### config.mk
export PLATFORM = sky130hd
export DESIGN_NAME = inst_encoder
export DESIGN_NICKNAME = d
export VERILOG_FILES = /design/src/rtl/inst_encoder_pkg.sv /design/src/rtl/inst_encoder_pack.sv /design/src/rtl/inst_encoder.sv
export SDC_FILE = /design/constraint.sdc
export NUM_CORES = 1
export LEC_CHECK = 0
export BUFFER_PORTS_ARGS = -buffer_cell sky130_fd_sc_hd__buf_4
export CAP_MARGIN = 5
export CORE_MARGIN = 3
export CORE_UTILIZATION = 50
export CTS_BUF_LIST = sky130_fd_sc_hd__clkbuf_8
export CTS_CLUSTER_SIZE = 14
export DETAILED_ROUTE_END_ITERATION = 8
export MAX_ROUTING_LAYER = met4
export PLACE_DENSITY = 0.83
export SYNTH_ARGS = -nofsm -noshare
export SYNTH_HDL_FRONTEND = slang
export SYNTH_SLANG_ARGS = --single-unit
### constraint.sdc
create_clock -name clk -period 2.4 [get_ports clk]
set_clock_uncertainty 0.15 [all_clocks]
set_input_delay 0.24 -clock clk [delete_from_list [all_inputs] [get_ports clk]]
set_output_delay 0.24 -clock clk [all_outputs]
set_load 0.01 [all_outputs]
### src/rtl/inst_encoder_pkg.sv
// Shared constants for the RV32I instruction encoder: format codes, opcodes,
// the canonical NOP and a signed-range helper used by the legality checks.
package inst_encoder_pkg;

    // Instruction format selector carried on in_fmt; codes 6 and 7 are illegal.
    typedef enum logic [2:0] {
        FMT_R = 3'd0,
        FMT_I = 3'd1,
        FMT_S = 3'd2,
        FMT_B = 3'd3,
        FMT_U = 3'd4,
        FMT_J = 3'd5
    } fmt_e;

    localparam logic [6:0] OP_LUI    = 7'b0110111;
    localparam logic [6:0] OP_AUIPC  = 7'b0010111;
    localparam logic [6:0] OP_JAL    = 7'b1101111;
    localparam logic [6:0] OP_JALR   = 7'b1100111;
    localparam logic [6:0] OP_BRANCH = 7'b1100011;
    localparam logic [6:0] OP_LOAD   = 7'b0000011;
    localparam logic [6:0] OP_STORE  = 7'b0100011;
    localparam logic [6:0] OP_IMM    = 7'b0010011;
    localparam logic [6:0] OP_REG    = 7'b0110011;

    localparam logic [2:0] F3_SLLI      = 3'b001;
    localparam logic [2:0] F3_SRLI_SRAI = 3'b101;

    // addi x0, x0, 0
    localparam logic [31:0] NOP_INST = 32'h0000_0013;

    // True when imm is a sign-extended value whose sign bit sits at position msb,
    // i.e. every bit from msb upward equals bit msb.
    function automatic logic fits_signed(input logic [31:0] imm, input logic [4:0] msb);
        logic [31:0] hi;
        hi = 32'($signed(imm) >>> msb);
        return (hi == 32'h0000_0000) || (hi == 32'hFFFF_FFFF);
    endfunction

endpackage

### src/rtl/inst_encoder_pack.sv
// Purely combinational field packer: request fields -> {instruction word, illegal flag}.
// Illegal immediates are still packed from their truncated bits; illegal formats give a NOP.
module inst_pack
    import inst_encoder_pkg::*;
(
    input  logic [2:0]  fmt,
    input  logic [6:0]  opcode,
    input  logic [2:0]  funct3,
    input  logic [6:0]  funct7,
    input  logic [4:0]  rd,
    input  logic [4:0]  rs1,
    input  logic [4:0]  rs2,
    input  logic [31:0] imm,
    output logic [31:0] inst,
    output logic        err
);

    logic is_shift_s;

    // Shift-immediate instructions carry funct7 in the top bits and a 5-bit shamt.
    assign is_shift_s = (opcode == OP_IMM) &&
                        ((funct3 == F3_SLLI) || (funct3 == F3_SRLI_SRAI));

    // Select the bit layout for the requested format and judge the immediate's range.
    always_comb begin
        inst = NOP_INST;
        err  = 1'b0;
        case (fmt)
            FMT_R: begin
                inst = {funct7, rs2, rs1, funct3, rd, opcode};
                err  = 1'b0;
            end
            FMT_I: begin
                if (is_shift_s) begin
                    inst = {funct7, imm[4:0], rs1, funct3, rd, opcode};
                    err  = (imm[31:5] != 27'd0);
                end else begin
                    inst = {imm[11:0], rs1, funct3, rd, opcode};
                    err  = !fits_signed(imm, 5'd11);
                end
            end
            FMT_S: begin
                inst = {imm[11:5], rs2, rs1, funct3, imm[4:0], opcode};
                err  = !fits_signed(imm, 5'd11);
            end
            FMT_B: begin
                inst = {imm[12], imm[10:5], rs2, rs1, funct3, imm[4:1], imm[11], opcode};
                err  = !fits_signed(imm, 5'd12) || imm[0];
            end
            FMT_U: begin
                inst = {imm[31:12], rd, opcode};
                err  = (imm[11:0] != 12'd0);
            end
            FMT_J: begin
                inst = {imm[20], imm[10:1], imm[11], imm[19:12], rd, opcode};
                err  = !fits_signed(imm, 5'd20) || imm[0];
            end
            default: begin
                inst = NOP_INST;
                err  = 1'b1;
            end
        endcase
    end

endmodule

### src/rtl/inst_encoder.sv
// RV32I instruction encoder: one registered stage with valid/ready on both sides,
// a byte-address counter for streaming into instruction memory, and a saturating
// count of accepted illegal requests.
module inst_encoder
    import inst_encoder_pkg::*;
#(
    parameter logic [31:0] BASE_ADDR = 32'h0000_0000,
    parameter int          ERR_CNT_W = 8
) (
    input  logic                 clk,
    input  logic                 rst,
    input  logic                 flush,
    input  logic                 in_valid,
    output logic                 in_ready,
    input  logic [2:0]           in_fmt,
    input  logic [6:0]           in_opcode,
    input  logic [2:0]           in_funct3,
    input  logic [6:0]           in_funct7,
    input  logic [4:0]           in_rd,
    input  logic [4:0]           in_rs1,
    input  logic [4:0]           in_rs2,
    input  logic [31:0]          in_imm,
    output logic                 out_valid,
    input  logic                 out_ready,
    output logic [31:0]          out_inst,
    output logic [31:0]          out_addr,
    output logic                 out_err,
    output logic [ERR_CNT_W-1:0] err_cnt
);

    localparam logic [ERR_CNT_W-1:0] ERR_CNT_MAX = {ERR_CNT_W{1'b1}};

    logic                 valid_q, valid_d;
    logic [31:0]          inst_q, inst_d;
    logic [31:0]          addr_q, addr_d;
    logic                 err_q, err_d;
    logic [ERR_CNT_W-1:0] err_cnt_q, err_cnt_d;

    logic [31:0]          pack_inst_s;
    logic                 pack_err_s;
    logic                 accept_s;
    logic                 out_fire_s;

    inst_pack u_pack (
        .fmt    (in_fmt),
        .opcode (in_opcode),
        .funct3 (in_funct3),
        .funct7 (in_funct7),
        .rd     (in_rd),
        .rs1    (in_rs1),
        .rs2    (in_rs2),
        .imm    (in_imm),
        .inst   (pack_inst_s),
        .err    (pack_err_s)
    );

    // The stage can take a request whenever it is empty or its word leaves this cycle.
    assign in_ready   = !valid_q || out_ready;
    // A request in a flush cycle is dropped, so it is never counted as accepted.
    assign accept_s   = in_valid && in_ready && !flush;
    assign out_fire_s = valid_q && out_ready;

    // Next-state for the stage, address counter and error counter.
    always_comb begin
        valid_d   = valid_q;
        inst_d    = inst_q;
        err_d     = err_q;
        addr_d    = addr_q;
        err_cnt_d = err_cnt_q;

        if (flush) begin
            valid_d = 1'b0;
            inst_d  = 32'h0000_0000;
            err_d   = 1'b0;
            addr_d  = BASE_ADDR;
        end else begin
            if (out_fire_s) begin
                addr_d  = addr_q + 32'd4;
                valid_d = 1'b0;
            end else begin
                addr_d  = addr_q;
            end
            if (accept_s) begin
                valid_d = 1'b1;
                inst_d  = pack_inst_s;
                err_d   = pack_err_s;
            end else begin
                inst_d  = inst_q;
            end
        end

        if (accept_s && pack_err_s && (err_cnt_q != ERR_CNT_MAX)) begin
            err_cnt_d = err_cnt_q + {{(ERR_CNT_W-1){1'b0}}, 1'b1};
        end else begin
            err_cnt_d = err_cnt_q;
        end
    end

    // Stage registers; reset takes priority over flush and discards any held word.
    always_ff @(posedge clk) begin
        if (rst) begin
            valid_q   <= 1'b0;
            inst_q    <= 32'h0000_0000;
            err_q     <= 1'b0;
            addr_q    <= BASE_ADDR;
            err_cnt_q <= {ERR_CNT_W{1'b0}};
        end else begin
            valid_q   <= valid_d;
            inst_q    <= inst_d;
            err_q     <= err_d;
            addr_q    <= addr_d;
            err_cnt_q <= err_cnt_d;
        end
    end

    assign out_valid = valid_q;
    assign out_inst  = inst_q;
    assign out_addr  = addr_q;
    assign out_err   = err_q;
    assign err_cnt   = err_cnt_q;

endmodule

==> Yosys cells after proc, flatten, opt, wreduce, memory -nomap -nowiden <==
Cells that the tools add are included.
{ "word_totals": {"elab_cells": 51, "latchBits": 0, "ram_bits": 0, "reg_bits": 74, "mem_count": 0, "romBits": 0, "input_bits": 72, "output_inout_bits": 75} }
{ "op_classes": {"add_sub_neg": 2, "eq_ne": 12, "n_bitwise": 0, "order_cmp": 0, "n_reduce_logical": 26, "div_mod_pow": 0, "muxes": 6, "shift": 0, "n_mul": 0} }
{ "ops": {"columns": ["op", "n"], "rows": [
  ["32-bit one-hot mux with 6 select lines", 1],
  ["32-bit equality test (second input constant)", 3],
  ["32-bit zero test", 3],
  ["32-bit by 3-bit adder with 32-bit output (second input constant)", 1],
  ["32-bit two-way mux", 1],
  ["27-bit nonzero test", 1],
  ["12-bit nonzero test", 1],
  ["3-bit equality test (second input constant)", 3],
  ["8-bit by 1-bit adder with 8-bit output (second input constant)", 1],
  ["8-bit inequality test (second input constant)", 1],
  ["7-bit by 5-bit equality test with 1-bit output (second input constant)", 1],
  ["1-bit logical OR", 7],
  ["3-bit by 1-bit equality test with 1-bit output (second input constant)", 2],
  ["3-bit by 2-bit equality test with 1-bit output (second input constant)", 2],
  ["1-bit logical AND", 6],
  ["1-bit one-hot mux with 6 select lines", 1],
  ["1-bit zero test", 5],
  ["3-bit zero test", 1],
  ["1-bit two-way mux", 3],
  ["2-bit nonzero test", 1],
  ["2-bit OR reduction", 1]
]} }

==> Logic depth before layout (Yosys ltp) <==
Gate-level depths: netlist of run 1.
{ "depth": {"depth_word": 7, "mapped_depth": 9, "mapped_depth_nobuf": 8} }

==> Modules after synthesis <==
Synthesis of run 1 repeated with hierarchy kept, for this count alone.
{ "hier_totals": {"hier_cells": 508, "hier_area_um2": 3897.5} }
{ "modules_own_cells": {"columns": ["mod", "seq_area_each_um2", "cells_each", "n_inst", "area_each_um2"], "rows": [
  ["inst_encoder", 1441.4, 372, 1, 3069.2],
  ["inst_pack", 0.0, 136, 1, 828.3]
]} }

==> Least setup slack after synthesis of run 1 <==
OpenSTA, ideal clock, no wires.
{ "synth_path": {"path_type": "register to register", "from": "register valid_q (netlist: out_valid)", "to": "register addr_q[29] (netlist: out_addr[29])", "path_slack_ps": 280, "stages_incl_launch_ff": 9, "path_buffers": 0, "t_required_ps": 2122, "arrival_ps": 1842, "setup_time_ps": 128, "synth_period_minus_slack_ps": 2120, "cell_sequence": "dfxtp_1 -> nand2_2 -> nor2_4 -> nand4_4 -> or3_4 -> nor3_4 -> nand3_1 -> xor2_1 -> nor2_1"} }
{ "synth_via": {"elab_chain_len": 1} }
{ "synth_lines": {"columns": ["element", "line", "rtl"], "rows": [
  ["start, declared", "inst_encoder.sv:33", "logic valid_q, valid_d;"],
  ["start signal, assigned", "inst_encoder.sv:108", "valid_q <= valid_d;"],
  ["1-bit logical AND", "inst_encoder.sv:61", "assign out_fire_s = valid_q && out_ready;"],
  ["end signal, assigned", "inst_encoder.sv:111", "addr_q <= addr_d;"],
  ["end, declared", "inst_encoder.sv:35", "logic [31:0] addr_q, addr_d;"]
]} }
Every way passes these cells.
A chain may end at the register's enable or synchronous reset.

==> Worst setup path in the final report of run 1 <==
{ "layout_path": {"from": "register addr_q[7] (netlist: out_addr[7])", "to": "register addr_q[29] (netlist: out_addr[29])"} }
{ "layout_via": {"elab_chain_len": 1} }
{ "layout_lines": {"columns": ["element", "line", "rtl"], "rows": [
  ["32-bit by 3-bit adder with 32-bit output", "inst_encoder.sv:78", "addr_d = addr_q + 32'd4;"]
]} }
Every way passes these cells.

==> impl_summary.txt, run 1 <==
----------------------------------------------------
[Placed design]
  Input/output buffers ... 144
  Final weighted congestion in routability-driven placement ... 0.938
  HPWL Detailed ... 8.24 mm

[Clocking]
  Clock Tree Root ... clkbuf_8
  TritonCTS clock tree ... built
  Clock network latency to the later pin of the worst-skew pair ... 0.35 ns
  Clock sinks ... 72
  Number of buffers on the longest clock path ... 2
  Post-CTS setup buffers ... 0
  Depth of the CTS H-tree ... 3
  Clk slew on worst S/H paths ... 0.08 ns
  Number of buffers added by the clock tree synthesis step ... 9

[STA]
  Endpoints failing setup ... 0
  Final Cycle Share ... 0.928
  Setup repair after global routing missed its margin ... false
  Min Tclk post-route ... 2.23 ns
  Final Max Slew Viols ... 0
  Worst slew slack as a fraction of its limit ... 0.497
  Tightest hold margin ... 0.0163 ns
  Final-layout setup total negative slack ... 0 ns
  Least-Margin Pin Slew ... 0.748 ns
  Final hold viol count ... 0
  Fmax achieved ... 449 MHz

[Layout]
  Count of nets after finishing ... 645
  Fraction of layout cells with a size suffix above 1 ... 0.339
  Most frequent cells in the layout ... buf_4, nor2_1, dfxtp_1
  Most common cell after layout, fill and taps aside ... buf_4
  Number of fill cells in the layout ... 496
  FF/Latch Area ... 0.00144 mm2
  Area growth from synthesis to layout ... 42.9%
  Area taken by multi-input logic gates ... 0.00191 mm2
  Utilization of the core after routing ... 0.760
  Number of diodes added for antenna fixing ... 0

[Detailed routing]
  Remaining antenna violation count ... 0
  Total wire length after detailed routing ... 10.7 mm
  Total via count in the routed design ... 3828
  DRC violations left ... 0
  Initial DRT Pass Iterations ... 8
  Via density per instance ... 5.72
  Number of DRC markers in iteration 0 ... 265
  Detailed-route wire length per cell ... 16.0 um

[Yosys]
  Fraction of registers with async set/reset ... 0
  Count of state elements after synthesis ... 72
  Adder-cell share of the synthesized area ... 0.00717
  Mean post-synth cell area ... 8.28 um2
  Proportion of synthesized area in mux cells ... 0.00896
  Number of warning messages in the yosys log ... 0
  Fraction of the yosys area taken by sequential cells ... 0.413
  Compound-Gate Fraction of Synth Area ... 0.183
  Post-Synthesis Cells ... 422
  Area share of and/or/nand/nor cells after synthesis ... 0.276
  Count of unique library cells instantiated by Yosys ... 55
  Combinational family with the most area after synthesis ... simple AND/OR/NAND/NOR gates
  Syn Std Cell Area ... 0.00349 mm2
  XOR/XNOR Fraction of Synth Area ... 0.0677
  Predominant post-synthesis flop cell ... dfxtp_1
  Number of flops mapped to enable cells by yosys ... 0

[Power and ir drop]
  Power density cells ... 552 mW/mm2
  Total leakage power ... 2.10 nW
  Largest voltage drop on the vdd net ... 0.437 mV
  Total design power ... 0.00275 W

[Status]
  Result of the run ... finished, final reports clean

[Global routing]
  Total congestion overflow after global routing ... 0
  Vias in the first global route ... 3737
  Wire length of the first global-routing pass ... 16.9 mm
  GRT Util Overall ... 0.276
  Number of antenna violations at the first check in global routing ... 0
  Pin count of the biggest net entering global routing ... 36

[Setup path]
  Worst Path Max Fanout ... 5
  Launching instance or port of the critical path ... out_addr[7]
  Last element of the critical path ... out_addr[29]
  Worst endpoint data arrival time ... 2.37 ns
  Data required time at the worst endpoint ... 2.54 ns
  End of the worst register-to-register path ... out_addr[29]
  Type of the setup path with the least slack ... flop to flop
  Worst Reg-to-Reg Cells ... 8
  Endpoint class of the critical path ... flop
  Element type at the critical path start ... flop
  R2r setup slk ... 0.17 ns
  Worst reg2reg startpoint ... out_addr[7]

[Floorplan]
  Cell Rows ... 29
  Horizontal extent of the die ... 89.6 um
  Area of the die ... 0.00802 mm2
  Die H ... 89.6 um
  Total core area ... 0.00657 mm2
  IO Pins ... 147
  Initial Utilization ... 0.532

[Job]
  Max cap viols ... 0

[Hold path]
  Class of the worst hold path ... primary input to flop

----------------------------------------------------
## stage by stage
| stage | cell area, um2 | setup slack, ns | std cells |
|---|---|---|---|
| floorplan | 3500 | 0.280 | 423 |
| global placement | 4720 | 0.0333 | 651 |
| detailed placement | 4720 | -0.164 | 651 |
| CTS | 4980 | 0.144 | 669 |
| global route | 4990 | 0.00613 | 669 |
| finish | 4990 | 0.174 | 669 |
## layout make-up
type	instances	area share
flip-flops and latches	72	0.289
repair buffers	161	0.248
well taps	93	0.0233
multi-input cells	317	0.383
inverters	10	0.00752
clock inverters	7	0.0238
clock buffers	9	0.0248
## critical path: stages, from the launching register on
cell	delay, ns
dfxtp_1	0.40
and3_1	0.20
and2_2	0.20
nand4_4	0.15
or3_4	0.46
nor3_4	0.25
nand3_1	0.13
xor2_1	0.16
nor2_1	0.09
## routing by layer
| metal | global-route usage | part of all wire | vias up |
|---|---|---|---|
| met5 | - | 0 | - |
| met4 | 0.111 | 0.033 | 0 |
| met3 | 0.0666 | 0.078 | 34 |
| met2 | 0.451 | 0.49 | 216 |
| met1 | 0.325 | 0.39 | 1757 |
| li1 | - | - | 1821 |
## power by group
group	internal, W	switching [W]
sequential	0.00121	0.0000156
clock	0.000692	0.000471
combinational	0.000179	0.000183
## worst min path at each step
stage                       startpoint           to  slack, ns  cells past startpoint
final                     in_opcode[1]  out_inst[1]       0.02                      2
after global routing      in_opcode[0]  out_inst[0]      0.004                      2
after CTS                 in_opcode[0]  out_inst[0]      0.002                      2
after detailed placement   out_inst[2]  out_inst[2]       0.29                      2
after global placement         out_err      out_err       0.29                      2
after floorplan               in_valid    out_valid       0.22                      2
## kinds of logic (layout without fill, tap and decap cells)
family,Yosys count,after routing
other cells,1,2
fa+ha+maj,2,2
mux,3,3
buf+inv,34,187
flops,72,72
simple gates,188,188
compound gates,95,95
xor+xnor,27,27
## synthesized netlist by cell type, types with 6 or more instances
cell type,n,area share
dfxtp_1,72,0.41
nor2_1,72,0.077
a21oi_1,27,0.039
nand2_1,26,0.028
nand3_1,26,0.037
xor2_1,20,0.050
a22oi_1,19,0.041
clkbuf_1,18,0.019
o21ai_0,17,0.024
nand4_1,11,0.020
a211oi_1,10,0.021
inv_1,9,0.0097
nor3_1,8,0.011
and3_1,7,0.013
xnor2_1,7,0.018
a222oi_1,6,0.017
or3_1,6,0.011
## sequential cells by signal, summed over array words and instances (netlist names)
name	flops
out_inst	32
out_err	1
out_valid	1
err_cnt	8
out_addr	30
## repair_timing
item | CTS | global route
setup endpoints to repair | 0 | 6
hold buffers | 2 | 0
hold endpoints to repair | 5 | 0
gates resized for setup | 0 | 2
(Power assumes the default switching activity.)
==> run 2, diff against run 1 <==
--- a/config.mk
+++ b/config.mk
@@ -5,10 +5,11 @@
 export SDC_FILE = /design/constraint.sdc
 export NUM_CORES = 1
 export LEC_CHECK = 0
+export ABC_AREA = 1
 export BUFFER_PORTS_ARGS = -buffer_cell sky130_fd_sc_hd__buf_4
 export CAP_MARGIN = 5
 export CORE_MARGIN = 3
-export CORE_UTILIZATION = 50
+export CORE_UTILIZATION = 52
 export CTS_BUF_LIST = sky130_fd_sc_hd__clkbuf_8
 export CTS_CLUSTER_SIZE = 14
 export DETAILED_ROUTE_END_ITERATION = 8
==> run 2 against run 1 <==
Against the previous run: combinational power is 7.2% higher; clock-buffer cell count unchanged; routed wire length grew 31%; via count is 27% higher; largest power group unchanged; global-route usage grew 4.4 points; power increased by 1.3%; hold slack gained 0.044 ns; non-clock buffer count down 4.
==> impl_summary.txt, run 2 <==
----------------------------------------------------
[Status]
  Result of the run ... finished, final reports clean

[STA]
  Final-layout setup total negative slack ... 0 ns (unchanged)
  Min Tclk post-route ... 2.20 ns (-0.0217 ns)
  Endpoints failing setup ... 0 (unchanged)
  Final Cycle Share ... 0.919 (-0.00903)
  Least-Margin Pin Slew ... 0.786 ns (+0.0375 ns)
  Final Max Slew Viols ... 0 (unchanged)
  Setup repair after global routing missed its margin ... false
  Worst slew slack as a fraction of its limit ... 0.475 (-0.0211)
  Fmax achieved ... 454 MHz (+0.98%)
  Final hold viol count ... 0 (unchanged)

[Layout]
  Most common cell after layout, fill and taps aside ... nand2_1
  Number of diodes added for antenna fixing ... 0 (unchanged)
  Number of standard cells in the layout, taps in and fillers out ... 890 (+33%)
  Count of nets after finishing ... 860 (+33%)
  Number of flip-flops in the largest register ... 32 (unchanged)
  Fraction of layout cells with a size suffix above 1 ... 0.249 (-0.0895)
  Number of fill cells in the layout ... 609 (+23%)
  Most frequent cells in the layout ... nand2_1, buf_4, nor2_1
  Area growth from synthesis to layout ... 35.7%

[Clocking]
  Number of gates given a new drive strength after cts ... 0 (unchanged)
  Clock Tree Root ... clkbuf_8
  Number of buffers on the longest clock path ... 2 (unchanged)
  Depth of the CTS H-tree ... 3 (unchanged)
  Number of buffers added by the clock tree synthesis step ... 9 (unchanged)
  Clk slew on worst S/H paths ... 0.09 ns (about the same)
  TritonCTS clock tree ... built
  Clock sinks ... 72 (unchanged)
  Post-CTS setup buffers ... 0 (unchanged)
  Clock network latency to the later pin of the worst-skew pair ... 0.35 ns (about the same)

[Global routing]
  Number of antenna violations at the first check in global routing ... 0 (unchanged)
  Total congestion overflow after global routing ... 0 (unchanged)
  Pin count of the biggest net entering global routing ... 41 (+14%)
  Vias in the first global route ... 4642 (+24%)
  Wire length of the first global-routing pass ... 21.9 mm (+29%)
  GRT Util Overall ... 0.319 (+0.0435)

[Placed design]
  # placed instances ... 866 (+33%)
  Input/output buffers ... 144 (unchanged)
  HPWL Detailed ... 10.8 mm (+31%)
  Final weighted congestion in routability-driven placement ... 0.980 (+4.6%)

[Power and ir drop]
  Largest voltage drop on the vdd net ... 0.331 mV (-24%)
  Power density cells ... 496 mW/mm2 (-10%)
  Total leakage power ... 2.55 nW (+21%)

[Detailed routing]
  DRC violations left ... 0 (unchanged)
  Total wire length after detailed routing ... 14.0 mm (+31%)
  Initial DRT Pass Iterations ... 5 (-3)
  Detailed-route wire length per cell ... 15.7 um (-1.8%)
  Remaining antenna violation count ... 0 (unchanged)
  Via density per instance ... 5.47 (-4.4%)
  Total via count in the routed design ... 4869 (+27%)
  Number of DRC markers in iteration 0 ... 350 (+32%)

[Setup path]
  Worst Path Max Fanout ... 11 (+6)
  Worst endpoint data arrival time ... 2.31 ns (-0.06 ns)
  Element type at the critical path start ... primary input
  R2r setup slk ... 0.39 ns (+0.22 ns)
  Worst reg2reg startpoint ... out_addr[10]
  Endpoint class of the critical path ... flop
  Launching instance or port of the critical path ... in_opcode[2]
  Type of the setup path with the least slack ... primary input to flop
  Data required time at the worst endpoint ... 2.50 ns (-0.04 ns)

[Floorplan]
  Area of the die ... 0.00908 mm2 (+13%)
  Initial Utilization ... 0.554 (+0.0223)
  Horizontal extent of the die ... 95.3 um (+6.4%)
  IO Pins ... 147 (unchanged)
  Die H ... 95.3 um (+6.4%)
  Cell Rows ... 31 (+6.9%)
  Total core area ... 0.00749 mm2 (+14%)

[Yosys]
  Syn Std Cell Area ... 0.00415 mm2 (+19%)
  Fraction of the yosys area taken by sequential cells ... 0.348 (-0.0652)
  Mean post-synth cell area ... 6.50 um2 (-21%)
  Largest area contributor in the netlist ... dfxtp_1
  Predominant post-synthesis flop cell ... dfxtp_1
  Most frequently used cell type in the post-synthesis netlist ... nand2_1
  Synth area leaders ... dfxtp_1, nand2_1, nor2_1
  Fraction of registers with async set/reset ... 0 (unchanged)
  List of most frequent post-synthesis cells ... nand2_1, nor2_1, dfxtp_1, inv_1, a21oi_1
  Number of flops mapped to enable cells by yosys ... 0 (unchanged)
  Area share of the largest cell type after synthesis ... 0.348 (-0.0652)
  Count of unique library cells instantiated by Yosys ... 43 (-22%)
  Count of state elements after synthesis ... 72 (unchanged)
  Number of warning messages in the yosys log ... 0 (unchanged)
  Post-Synthesis Cells ... 638 (+51%)

[Job]
  Max cap viols ... 0 (unchanged)

[Hold path]
  Class of the worst hold path ... primary input to flop
  Worst Hold Launch ... in_rs1[0]

----------------------------------------------------
[run 2: cell types whose count changed after synthesis, moves of 8 or more]
| cell | previous run | this run |
|---|---|---|
| a211oi_1 | 10 | 0 |
| a21oi_1 | 27 | 50 |
| a22oi_1 | 19 | 6 |
| inv_1 | 9 | 71 |
| nand2_1 | 26 | 159 |
| nor2_1 | 72 | 94 |
| nor2_2 | 0 | 8 |
| nor3_1 | 8 | 21 |
| o21ai_0 | 17 | 32 |
| xor2_1 | 20 | 6 |
[run 2: per-stage QoR]
| stage | hold WS, ns | power, W | setup slack [ns] | area, um2 | util |
|---|---|---|---|---|---|
| 2_1_floorplan | 0.159 | 0.00143 | 0.618 | 4150 | - |
| 3_3_place_gp | 0.302 | 0.00162 | 0.531 | 5310 | 0.709 |
| 3_5_place_dp | 0.306 | 0.00162 | 0.446 | 5310 | 0.709 |
| 4_1_cts | 0.0428 | 0.00280 | 0.267 | 5630 | 0.752 |
| 5_1_grt | 0.0415 | 0.00289 | 0.157 | 5630 | 0.752 |
| 6_report | 0.0599 | 0.00279 | 0.195 | 5630 | 0.752 |
[run 2: metal layers]
metal  up-vias  global-route usage  part of all wire
met4         0               0.125             0.030
met2       258               0.526              0.47
met3        43              0.0426             0.091
met1      2201               0.397              0.41
li1       2367                   -                 -
met5         -                   -                 0
[run 2: cell families after synthesis]
group,synth area share
adders and majority gates,0.00603
and+or+nand+nor,0.394
AOI/OAI and AO/OA,0.141
xor gates and xnor gates,0.0190
other,0.000904
DFF,0.348
buffers and inverters,0.0917
[run 2: power by group]
part           total [W]  leakage (nW)  internal (W)  switching [W]
logic           0.000388          1.84      0.000171       0.000218
clock network    0.00118         0.122      0.000694       0.000483
registers        0.00122         0.582       0.00121      0.0000132
[run 2: layout make-up]
cell class,count,area [um2],area share
multi-input cells,472,2330,0.414
flip-flops and latches,72,1440,0.256
repair buffers,157,1210,0.215
inverters,74,279,0.0496
clock buffers,9,124,0.0220
well taps,99,124,0.0220
clock inverters,7,119,0.0211
[run 2: what timing repair did]
item                                    in CTS  in global routing
endpoints found under the hold margin       11                  0
endpoints found under the setup margin       0                  0
hold buffers                                 8                  0
[run 2: final timing paths]
path                                     end  cells after the start
worst max-delay path              err_cnt[1]                     14
worst min-delay path            out_inst[15]                      3
worst max register to register  out_addr[30]                      8
worst min register to register  out_inst[25]                      2
[run 2: critical path: stages]
cell and delay (ns):
dlygate4sd3_1 0.55, buf_4 0.15, nor2_1 0.08, nand3_1 0.09
nor2_1 0.21, nand3_1 0.10, nor2_1 0.15, nor2_1 0.05
nand2_1 0.07, nand3_2 0.24, nand3_2 0.21, nand2_1 0.07
nand2_1 0.06, nor2_1 0.04
